`config.mk`:
```
export PLATFORM = sky130hd
export DESIGN_NAME = level_gen_seq
export DESIGN_NICKNAME = d
export VERILOG_FILES = /design/src/rtl/level_gen_seq.sv
export SDC_FILE = /design/constraint.sdc
export NUM_CORES = 1
export LEC_CHECK = 0
export CORE_MARGIN = 4
export CORE_UTILIZATION = 42
export CTS_CLUSTER_SIZE = 30
export DETAILED_ROUTE_END_ITERATION = 8
export PLACE_DENSITY_LB_ADDON = 0.05
export SLEW_MARGIN = 5
export SYNTH_ARGS = -nofsm -noshare
export SYNTH_HDL_FRONTEND = slang
export SYNTH_SLANG_ARGS = --single-unit
```
`constraint.sdc`:
```
create_clock -name sysclk -period 2 [get_ports sysclk]
set_clock_uncertainty 0.15 [all_clocks]
set_input_delay 0.3 -clock sysclk [delete_from_list [all_inputs] [get_ports sysclk]]
set_output_delay 0.3 -clock sysclk [all_outputs]
set_load 0.02 [all_outputs]
```
`src/rtl/level_gen_seq.sv`:
```
// Sequenced H/L level generator: outputs hold safe levels through a settle window, then drive
// masked-writable run levels. Optional parity output enabled by LEVEL_GEN_PARITY_EN.
module level_gen_seq #(
    parameter int                    CHANNELS      = 8,
    parameter int                    SETTLE_CYCLES = 16,
    parameter logic [CHANNELS-1:0]   SAFE_LEVELS   = {CHANNELS{1'b0}},
    parameter logic [CHANNELS-1:0]   ACTIVE_LEVELS = {CHANNELS{1'b1}}
) (
    input  logic                sysclk,
    input  logic                sys_rst,
    input  logic                safe_req,
    input  logic                reload,
    input  logic                wr_en,
    output logic                wr_rdy,
    input  logic [CHANNELS-1:0] wr_mask,
    input  logic [CHANNELS-1:0] wr_data,
    output logic [CHANNELS-1:0] lvl_out,
    output logic                settled
`ifdef LEVEL_GEN_PARITY_EN
    ,
    output logic                lvl_par
`endif
);

    localparam int CW = $clog2(SETTLE_CYCLES + 1);
    localparam logic [CW-1:0] CNT_LAST = CW'(SETTLE_CYCLES - 1);

    typedef enum logic [1:0] {
        ST_SETTLE = 2'd0,
        ST_RUN    = 2'd1,
        ST_SAFE   = 2'd2
    } state_t;

    state_t              state_q, state_d;
    logic [CW-1:0]       cnt_q, cnt_d;
    logic [CHANNELS-1:0] lvl_reg_q, lvl_reg_d;
    logic [CHANNELS-1:0] lvl_out_q, lvl_out_d;
    logic                settled_q, settled_d;

`ifdef LEVEL_GEN_PARITY_EN
    logic                lvl_par_q, lvl_par_d;

    function automatic logic parity_f(input logic [CHANNELS-1:0] v);
        return ^v;
    endfunction
`endif

    assign wr_rdy  = (state_q == ST_RUN);
    assign lvl_out = lvl_out_q;
    assign settled = settled_q;
`ifdef LEVEL_GEN_PARITY_EN
    assign lvl_par = lvl_par_q;
`endif

    // Next-state, level register update and registered-output preview
    always_comb begin
        state_d   = state_q;
        cnt_d     = cnt_q;
        lvl_reg_d = lvl_reg_q;

        // reload wins over a same-cycle write; writes outside RUN are dropped
        if (reload) begin
            lvl_reg_d = ACTIVE_LEVELS;
        end else if (wr_en && wr_rdy) begin
            lvl_reg_d = (lvl_reg_q & ~wr_mask) | (wr_data & wr_mask);
        end else begin
            lvl_reg_d = lvl_reg_q;
        end

        if (safe_req) begin
            state_d = ST_SAFE;
            cnt_d   = {CW{1'b0}};
        end else begin
            case (state_q)
                ST_SETTLE: begin
                    if (cnt_q == CNT_LAST) begin
                        state_d = ST_RUN;
                        cnt_d   = {CW{1'b0}};
                    end else begin
                        state_d = ST_SETTLE;
                        cnt_d   = cnt_q + CW'(1);
                    end
                end
                ST_RUN: begin
                    state_d = ST_RUN;
                    cnt_d   = {CW{1'b0}};
                end
                ST_SAFE: begin
                    state_d = ST_SETTLE;
                    cnt_d   = {CW{1'b0}};
                end
                default: begin
                    state_d = ST_SETTLE;
                    cnt_d   = {CW{1'b0}};
                end
            endcase
        end

        // Outputs follow the state being entered on this edge
        if (state_d == ST_RUN) begin
            lvl_out_d = lvl_reg_d;
            settled_d = 1'b1;
        end else begin
            lvl_out_d = SAFE_LEVELS;
            settled_d = 1'b0;
        end
`ifdef LEVEL_GEN_PARITY_EN
        lvl_par_d = parity_f(lvl_out_d);
`endif
    end

    // State, counter, level register and output registers
    always_ff @(posedge sysclk) begin
        if (sys_rst) begin
            state_q   <= ST_SETTLE;
            cnt_q     <= {CW{1'b0}};
            lvl_reg_q <= ACTIVE_LEVELS;
            lvl_out_q <= SAFE_LEVELS;
            settled_q <= 1'b0;
`ifdef LEVEL_GEN_PARITY_EN
            lvl_par_q <= 1'b0;
`endif
        end else begin
            state_q   <= state_d;
            cnt_q     <= cnt_d;
            lvl_reg_q <= lvl_reg_d;
            lvl_out_q <= lvl_out_d;
            settled_q <= settled_d;
`ifdef LEVEL_GEN_PARITY_EN
            lvl_par_q <= lvl_par_d;
`endif
        end
    end

endmodule

```
**Yosys cells after proc, flatten, opt, wreduce, memory -nomap -nowiden**

Cells that the tools add are included.

- Register bits after elaboration: 24
- Input port bits: 21
- Output and inout bits: 10

- Add/subtract/negate cells: 1
- Eq/ne operators: 3
- Mux-type cells: 6
- Bitwise operators: 6
- Reduce and logical (&&, ||, !) cells: 4

Operators by type and width:

| kind | number |
|---|---|
| $and A8 B8 Y8 | 2 |
| $mux W8 | 2 |
| $not A8 Y8 | 1 |
| $or A8 B8 Y8 | 1 |
| $add A5 B1 Y5 const B | 1 |
| $eq A5 B4 Y1 const B | 1 |
| $eq A2 B1 Y1 const B | 2 |
| $pmux W2 S2 | 1 |
| $reduce_or A4 Y1 | 1 |
| $logic_not A2 Y1 | 1 |
| $mux W1 | 2 |
| $mux W2 | 1 |
| $not A1 Y1 | 2 |
| $reduce_or A2 Y1 | 1 |
| $logic_and A1 B1 Y1 | 1 |

**Longest topological paths before layout**

- Depth after elaboration: 7
- Mapped depth: 6

**Worst setup path before layout**

No wires, ideal clock.

- Path type: flip-flop to flip-flop
- Start: reg cnt_q[0]
- End: reg lvl_out_q[0], in the netlist lvl_out[0]
- Setup time: 0.131 ns
- Arrival: 1.181 ns
- Slack: 0.538 ns
- Cell stages (with the launch flop): 6
- Buffers on the path: 0
- Path through: dfxtp_1 > ha_1 > and3_1 > ha_1 > o21ai_2 > a21oi_1

- Cells in the longest elaborated chain, start to end: 7

RTL lines:

| what | line | text |
|---|---|---|
| start: declaration | 35 | `logic [CW-1:0] cnt_q, cnt_d;` |
| start signal: assignment | 116 | `cnt_q <= {CW{1'b0}};` |
| start signal: assignment | 125 | `cnt_q <= cnt_d;` |
| $eq A5 B4 Y1 | 76 | `if (cnt_q == CNT_LAST) begin` |
| $mux W1 | 76 |  |
| $pmux W2 S2 | 74 | `case (state_q)` |
| $mux W2 | 70 | `if (safe_req) begin` |
| $eq A2 B1 Y1 | 100 | `if (state_d == ST_RUN) begin` |
| $not A1 Y1 (no line) | - |  |
| $reduce_or A2 Y1 (no line) | - |  |
| end signal: assignment | 127 | `lvl_out_q <= lvl_out_d;` |
| end: declaration | 37 | `logic [CHANNELS-1:0] lvl_out_q, lvl_out_d;` |

No other way between the ends.
A chain may end at the register's enable or synchronous reset.

**Worst setup path after layout**

- Start: reg settled_q, in the netlist settled
- End: out settled

RTL lines:

| what | line | text |
|---|---|---|
| start: declaration | 38 | `logic settled_q, settled_d;` |
| start signal: assignment | 128 | `settled_q <= settled_d;` |
| end: declaration | 18 | `output logic settled` |

No word-level cell between the ends.

==> flow_metrics.tcl <==
set metrics [dict create \
    status "complete, no violations" \
    cp_top_family "buffers and inverters" \
    hp-start "cnt_q[0]$_SDFF_PP0_" \
    numCtsBuffers 3 \
    syn_avg_cell_area_sq_um 10.6 \
    stdcell_count 137 \
    first_global_vias 714 \
    cp-start-kind "register" \
    clockBufferDepth 2 \
    dr_total_vias 684 \
    worst_setup_path_end_kind "output pin" \
    maxCapViolations 0 \
    synth_compound_area_share_pct 5.92 \
    drv_slew 0 \
    r2r_slack_ns 0.32 \
    critPathBufInv 1 \
    ys_ff_latch 23 \
    layout.cells.most_common "clkdlybuf4s50_1" \
    startpoint "settled$_SDFF_PP0_" \
    slowest_delay_ns 0.62 \
    clock_latency_ns 0.30 \
    grt_usage_pct 14.9 \
    utilization_pct 66.0 \
    htree_levels 1 \
    p_total_uw 730 \
    synthMuxAreaShare_pct 9.71 \
    cp_max_fo 3 \
    antenna_cells 0 \
    cts-resized-gates 1 \
    synthSimpleGateAreaFrac_pct 20.5 \
    initial_core_util_pct 45.8 \
    drive_gt1_share_pct 8.93 \
    clock_sinks 23 \
    slowest_stage "clkdlybuf4s50_1" \
    ios 31 \
    yosys.area_share.adder_pct 3.03 \
    die_x_um 52.3 \
    cts_root_buf "clkbuf_4" \
    drc_errors 0 \
    cts_tree "yes" \
    drtIter0Drc 8 \
    worst_pin_slew_ns 0.444 \
    switching_share_pct 21.0 \
    wire_per_inst_um 12.8 \
    hold_buffers 0 \
    synth_xor_area_share_pct 2.12 \
    peakVddDrop_mv 0.339 \
    routed_wl_um 1750 \
    rsz0062_at_grt "no" \
    syn_to_final_growth_pct 44.3 \
    fmax_ghz 0.568 \
    syn_nets 101 \
    clkTransAtPathRegs_ns 0.12 \
    detail-route-antenna-nets 0 \
    arrival_ns 1.31 \
    postCtsSetupRepairBufs 0 \
    synth_cells 78 \
    slew_headroom_pct 70.4 \
    dr.pass1.iters 4 \
    whs_ns 0.306 \
    worstPathCellList "clkdlybuf4s50_1" \
    p_per_area_nw_per_um2 613 \
    rr_endpoint "lvl_out[6]$_SDFF_PP0_" \
    synth_top_family_by_area "simple AND/OR/NAND/NOR gates" \
    reg2reg_from "cnt_q[0]$_SDFF_PP0_" \
    gp_congestion 0.772 \
    crit_path_end "settled" \
    period_needed_ns 1.76 \
    grt_max_degree 14 \
    rr_worst_depth 5 \
    die-area_sq_um 2740 \
    grt_overflow 0 \
    placementRows 15 \
    crit_required_ns 1.55 \
    die_h_um 52.3 \
    internal_power_uw 577 \
    seq_area_frac_synth_pct 55.8 \
    synth_cell_types 18 \
    finalHoldViolations 0 \
    path_depth 1 \
    comb_power_share_pct 8.1 \
    setup_tns_ns 0 \
    layout_common_cells "clkdlybuf4s50_1, dfxtp_1, nand2_1" \
    synth_area_sq_um 825 \
    grt_pass1_wl_um 3040 \
    hold_class "reg -> reg" \
    viasPerCell 4.99 \
    clock_power_share_pct 28.2 \
    core_sq_um 1800 \
    final_net_count 136 \
    post-dp-hpwl_um 1290 \
    setup_viol 0 \
    fin_crit_sh_pct 88.0 \
    path_class "reg -> out" \
    port_buffers 30 \
    power_switching_uw 153 \
    antenna_found_initial 0 \
    yosysWarnings 0 \
    seq_power_share_pct 63.7 \
    place_inst 133 \
    p_leak_nw 0.531 \
]
## power by group through the flow
stage                     Sequential, mW  Combinational [mW]  Clock, mW
after floorplan                    0.473              0.0137          0
after global placement             0.474              0.0597          0
after detailed placement           0.475              0.0594          0
after CTS                          0.465              0.0598      0.220
after global routing               0.465              0.0641      0.232
final                              0.464              0.0593      0.206
## synthesized netlist by cell type
library cell / number / area (sq um)
dfxtp_1: 23 / 460
nand2_1: 9 / 33.8
nand3_1: 1 / 5.00
buf_4: 1 / 7.51
ha_1: 2 / 25.0
nor2_1: 6 / 22.5
buf_2: 1 / 5.00
xor2_1: 1 / 8.76
nor3_2: 1 / 10.0
inv_1: 3 / 11.3
and3_1: 2 / 12.5
nor2b_1: 1 / 6.26
xnor2_1: 1 / 8.76
nand4b_1: 8 / 70.1
a21oi_1: 8 / 40.0
mux2i_1: 8 / 80.1
and2b_2: 1 / 8.76
o21ai_2: 1 / 8.76
## area by class of cell
cell class,instances,area [sq um]
Tap cell,25,31.3
Fill cell,174,612
Timing Repair Buffer,32,318
Multi-Input combinational cell,50,340
Sequential cell,23,462
Inverter,3,11.3
Clock inverter,1,5.00
Clock buffer,3,22.5
## metrics by stage
stage,cell area (sq um),worst slack (ns)
after detailed placement,1160,0.288
after floorplan,825,0.538
after CTS,1190,0.0292
after global routing,1190,0.190
final,1190,0.239
after global placement,1160,0.306
## metal layers
layer	routed length (um)	global-route usage (%)	vias up
met5	0	0	-
met4	13	6.38	0
met3	122	3.70	2
met2	835	25.6	20
met1	776	17.4	322
li1	-	-	340
## worst min-delay path by stage
stage | depth (start not counted) | endpoint
final | 1 | cnt_q[0]$_SDFF_PP0_
after global routing | 1 | cnt_q[0]$_SDFF_PP0_
after CTS | 1 | cnt_q[0]$_SDFF_PP0_
after detailed placement | 1 | cnt_q[0]$_SDFF_PP0_
after global placement | 1 | cnt_q[0]$_SDFF_PP0_
after floorplan | 1 | state_q[1]$_SDFF_PP0_
## logic make-up (layout without fill, tap and decap cells)
group,after synthesis,after routing
AO/OA/AOI/OAI,9,9
XOR/XNOR,2,2
adder cells (fa/ha/maj),2,2
buffers and inverters,5,39
flip-flops,23,23
multiplexers,8,8
AND/OR/NAND/NOR,29,29
## registers in the layout (all words and copies together) (netlist names)
name,flops
lvl_reg_q,8
state_q,1
settled,1
cnt_q,5
lvl_out,8
Note: power is estimated with default switching activity, not from simulation.
==> edit 1, RTL diff (same settings) <==
Remove the register `settled_q`: a continuous assignment takes its place, so the output `settled` follows one clock earlier.
--- a/src/rtl/level_gen_seq.sv
+++ b/src/rtl/level_gen_seq.sv
@@ -116,7 +116,6 @@
             cnt_q     <= {CW{1'b0}};
             lvl_reg_q <= ACTIVE_LEVELS;
             lvl_out_q <= SAFE_LEVELS;
-            settled_q <= 1'b0;
 `ifdef LEVEL_GEN_PARITY_EN
             lvl_par_q <= 1'b0;
 `endif
@@ -125,12 +124,13 @@
             cnt_q     <= cnt_d;
             lvl_reg_q <= lvl_reg_d;
             lvl_out_q <= lvl_out_d;
-            settled_q <= settled_d;
 `ifdef LEVEL_GEN_PARITY_EN
             lvl_par_q <= lvl_par_d;
 `endif
         end
     end
 
+    assign settled_q = settled_d;
+
 endmodule
 
Function: same outputs for any inputs over 10 cycles, from zero or initial values and one cycle with sys_rst high; that may be too few to reach the edited logic, so the function may still have changed.
==> edit 1 against the original RTL <==
- worst hold slack gained 0.027 ns
- synthesized area grew 6.4%
- final area grew 14%
- via count grew 3.5%
- fmax shrank 8.3%
- power grew 1.5%
- setup slack lost 0.16 ns
- routed wire length grew 3.2%
- sequential cell count is the same
- critical path type is now reg2reg
- largest cell class unchanged
- highest routed layer unchanged
==> edit 1: results (changes against the original RTL) <==
mux share of post-synthesis cell area -> 9.13% (was 9.71%)
filler cell count -> 148 (was 174)
drt first-iter violations -> 7 (was 8)
post-synthesis compound-gate area fraction -> 5.56% (was 5.92%)
Nets -> 149 (was 136)
hold path cells -> 2 (was 1)
share of post-route cells with drive strength above 1 -> 23.2% (was 8.93%)
Num CTS Buffers -> 3 (unchanged)
DP HPWL -> 1.37 mm (was 1.29 mm)
leading post-synthesis cells by cell area -> dfxtp_1 (52%), mux2i_1 (9.1%), nand4b_1 (6.0%) (was dfxtp_1 (56%), mux2i_1 (9.7%), nand4b_1 (8.5%))
vias in the first global route -> 733 (was 714)
FF-to-FF path depth -> 11 (was 5)
Synth top cells by count -> dfxtp_1 (23), nand2_1 (9), a21oi_1 (8), mux2i_1 (8) (was dfxtp_1 (23), nand2_1 (9), a21oi_1 (8), mux2i_1 (8), nand4b_1 (8))
status -> finished, final reports clean (unchanged)
CP max stage delay -> 0.37 ns (was 0.62 ns)
Cell variety after synth -> 19 (was 18)
Avg Vias per Cell -> 4.66 (was 4.99)
maximum VDD drop -> 0.458 mV (was 0.339 mV)
GP Congestion -> 0.694 (was 0.772)
global-route wire length before repair -> 2.88 mm (was 3.04 mm)
CP max stage cell -> dfxtp_2 (was clkdlybuf4s50_1)
WL/cell -> 11.9 µm (was 12.8 µm)
worst rel slew slack -> 72.4% (was 70.4%)
GR Util All Layers -> 13.7% (was 14.9%)
crit-path max FO -> 4 (was 3)
Hold Path Sink -> lvl_reg_q[3] (was cnt_q[0])
xor/xnor share of the synthesized area -> 2.00% (was 2.12%)
Synth top area share -> 52.5% (was 55.8%)
largest net degree at the start of global routing -> 13 (was 14)
Reg2Reg Setup Slack -> 0.08 ns (was 0.32 ns)
Placed Area -> 0.00126 mm² (was 0.00116 mm²)
sequential share of the synthesized area -> 52.5% (was 55.8%)
Worst R2R End -> cnt_q[3] (was lvl_out[6])
Post-Synth Adder-Cell Area -> 2.85% (was 3.03%)
leak pwr -> 0.598 nW (was 0.531 nW)
critical path arrival -> 1.97 ns (was 1.31 ns)
Hold Startpoint -> lvl_reg_q[3] (was cnt_q[0])
## edit 1: cell types whose count changed after synthesis
| cell | change |
|---|---|
| and2b_2 | -1 |
| nand4b_4 | +2 |
| nor3_4 | +1 |
| nor3_2 | -1 |
| buf_4 | +1 |
| buf_2 | -1 |
| nor2b_1 | +1 |
| buf_6 | +1 |
| nand4b_1 | -2 |
| nor3_1 | +1 |
## edit 1: report_power, final
part / switching (W) / internal, W
clock network: 0.000126 / 0.0000776
registers: 0.00000425 / 0.000461
logic: 0.0000234 / 0.0000483
total: 0.000154 / 0.000587
## edit 1: stage by stage
stage | setup TNS [ns] | std cells | hold WS [ns] | worst slack [ns] | utilization (%)
5_1_grt | 0 | 152 | 0.362 | 0.00109 | 68.5
6_report | 0 | 152 | 0.333 | 0.0795 | 68.5
3_3_place_gp | -0.0311 | 144 | 0.301 | -0.0311 | 63.6
3_5_place_dp | -0.0839 | 144 | 0.309 | -0.0839 | 63.6
4_1_cts | 0 | 152 | 0.338 | 0.00385 | 66.4
2_1_floorplan | 0 | 80 | 0.222 | 0.211 | -
## edit 1: final cells by class
class,instances,area (µm²),share of cell area (%)
flip-flops and latches,23,463,34.1
multi-input cells,51,422,31.1
repair buffers,44,402,29.6
well taps,27,33.8,2.49
clock buffers,4,26.3,1.94
inverters,3,11.3,0.829
## edit 1: timing repair
action | CTS | global route
gates resized for setup | 9 | 8
pin swaps | 1 | 1
setup endpoints to repair | 2 | 5
buffers inserted | 4 | 0
## edit 1: worst max path at each step
stage	endpoint	slack [ns]
after floorplan	settled	0.21
after global placement	settled	-0.03
after detailed placement	settled	-0.08
after CTS	settled	0.004
after global routing	cnt_q[2]	0.001
final	cnt_q[3]	0.08
## edit 1: worst max-delay path: cells and delay by family (launching register included)
family | cells | cell delay [ns]
fa+ha+maj | 2 | 0.28
buf+inv | 5 | 0.61
flops | 1 | 0.37
simple gates | 4 | 0.42
## edit 1: routing by layer
layer  track usage, %  routed length [µm]
met4             4.68                   9
met2             24.4                 871
met3             3.05                 118
met5                0                   0
met1             15.8                 805
## edit 1: cells by family (layout without fill, tap and decap cells)
kind of cell               after synthesis  after routing
buffers and inverters                    6             51
AOI/OAI and AO/OA                        9              9
DFF                                     23             23
xor gates and xnor gates                 2              2
adders and majority gates                2              2
muxes                                    8              8
and+or+nand+nor                         30             30
==> edit 2, RTL diff (config.mk and constraints unchanged) <==
Without the edit above. Add a define of `LEVEL_GEN_PARITY_EN`.
--- a/src/rtl/level_gen_seq.sv
+++ b/src/rtl/level_gen_seq.sv
@@ -1,5 +1,7 @@
 // Sequenced H/L level generator: outputs hold safe levels through a settle window, then drive
 // masked-writable run levels. Optional parity output enabled by LEVEL_GEN_PARITY_EN.
+`define LEVEL_GEN_PARITY_EN
+
 module level_gen_seq #(
     parameter int                    CHANNELS      = 8,
     parameter int                    SETTLE_CYCLES = 16,
Behaviour (old outputs only; new: lvl_par): unchanged (Yosys induction, for registers that start in step).
==> edit 2 against the original RTL <==
- critical path type is now in2reg
- power increased by 9.3%
- combinational power increased by 15%
- synthesized area increased by 27%
- final area increased by 24%
- core utilization decreased by 1.9 points
- routed wire length increased by 24%
- via count increased by 20%
- sequential cell count increased by 2
- setup slack got worse by 0.14 ns
==> edit 2: results (changes against the original RTL) <==
status -> finished, final reports clean (unchanged)
mux share of post-synthesis cell area -> 8.00% (was 9.71%)
Internal -> 0.000620 W (was 0.000577 W)
DP HPWL -> 1.65 mm (was 1.29 mm)
via count -> 823 (was 684)
Placed Area -> 0.00143 mm² (was 0.00116 mm²)
routed metal-1 wire length -> 975 µm (was 776 µm)
Syn Nets -> 128 (was 101)
leak pwr -> 0.616 nW (was 0.531 nW)
filler cell count -> 207 (was 174)
combinational power share -> 8.5% (was 8.1%)
Hold Slack -> 0.325 ns (was 0.306 ns)
share of post-route cells with drive strength above 1 -> 20.7% (was 8.93%)
Routed met2 length -> 1.03 mm (was 835 µm)
Syn Inst Count -> 105 (was 78)
vias in the first global route -> 826 (was 714)
Final Cycle Share -> 95.3% (was 88.0%)
xor/xnor share of the synthesized area -> 8.24% (was 2.12%)
DP Worst Slack -> -0.260 ns (was 0.288 ns)
sequential share of the synthesized area -> 47.8% (was 55.8%)
P_comb -> 0.0000681 W (was 0.0000593 W)
leading post-synthesis cells by cell area -> dfxtp_1 (48%), nor2_1 (7.5%), mux2i_1 (6.7%) (was dfxtp_1 (56%), mux2i_1 (9.7%), nand4b_1 (8.5%))
clk_lat worst skew -> 0.32 ns (was 0.30 ns)
global-route wire length before repair -> 3.57 mm (was 3.04 mm)
placed instance count -> 169 (was 133)
crit-path max FO -> 8 (was 3)
critical path arrival -> 1.98 ns (was 1.31 ns)
grt met2 use -> 23.9% (was 25.6%)
GR Util All Layers -> 13.9% (was 14.9%)
Least-Margin Pin Slew -> 0.361 ns (was 0.444 ns)
Cell variety after synth -> 22 (was 18)
edit 2: changes by cell type after synthesis, sizes merged, moves of 6 or more:
cell	before	now
xnor2	1	7
a21oi	8	0
nor2	6	21
nand2	9	1
or2	0	8
and2	0	9
edit 2: repair_timing:
action	in CTS	in global routing
setup buffers	0	0
resized for setup	2	5
setup endpoints to repair	1	3
edit 2: area by class of cell:
type / count / area [µm²] / share of cell area (%)
multi-input combinational: 74 / 512 / 34.7
sequential: 25 / 508 / 34.5
clock inverter: 1 / 5.00 / 0.340
clock buffer: 3 / 22.5 / 1.53
timing repair buffer: 41 / 388 / 26.3
inverter: 1 / 3.75 / 0.255
tap: 28 / 35.0 / 2.38
edit 2: worst paths after layout:
kind | from | end | cells past startpoint
worst min-delay path | cnt_q[0] | cnt_q[0] | 1
worst min register to register | cnt_q[0] | cnt_q[0] | 1
worst max-delay path | wr_en | lvl_par | 7
worst max register to register | cnt_q[0] | lvl_out[0] | 6
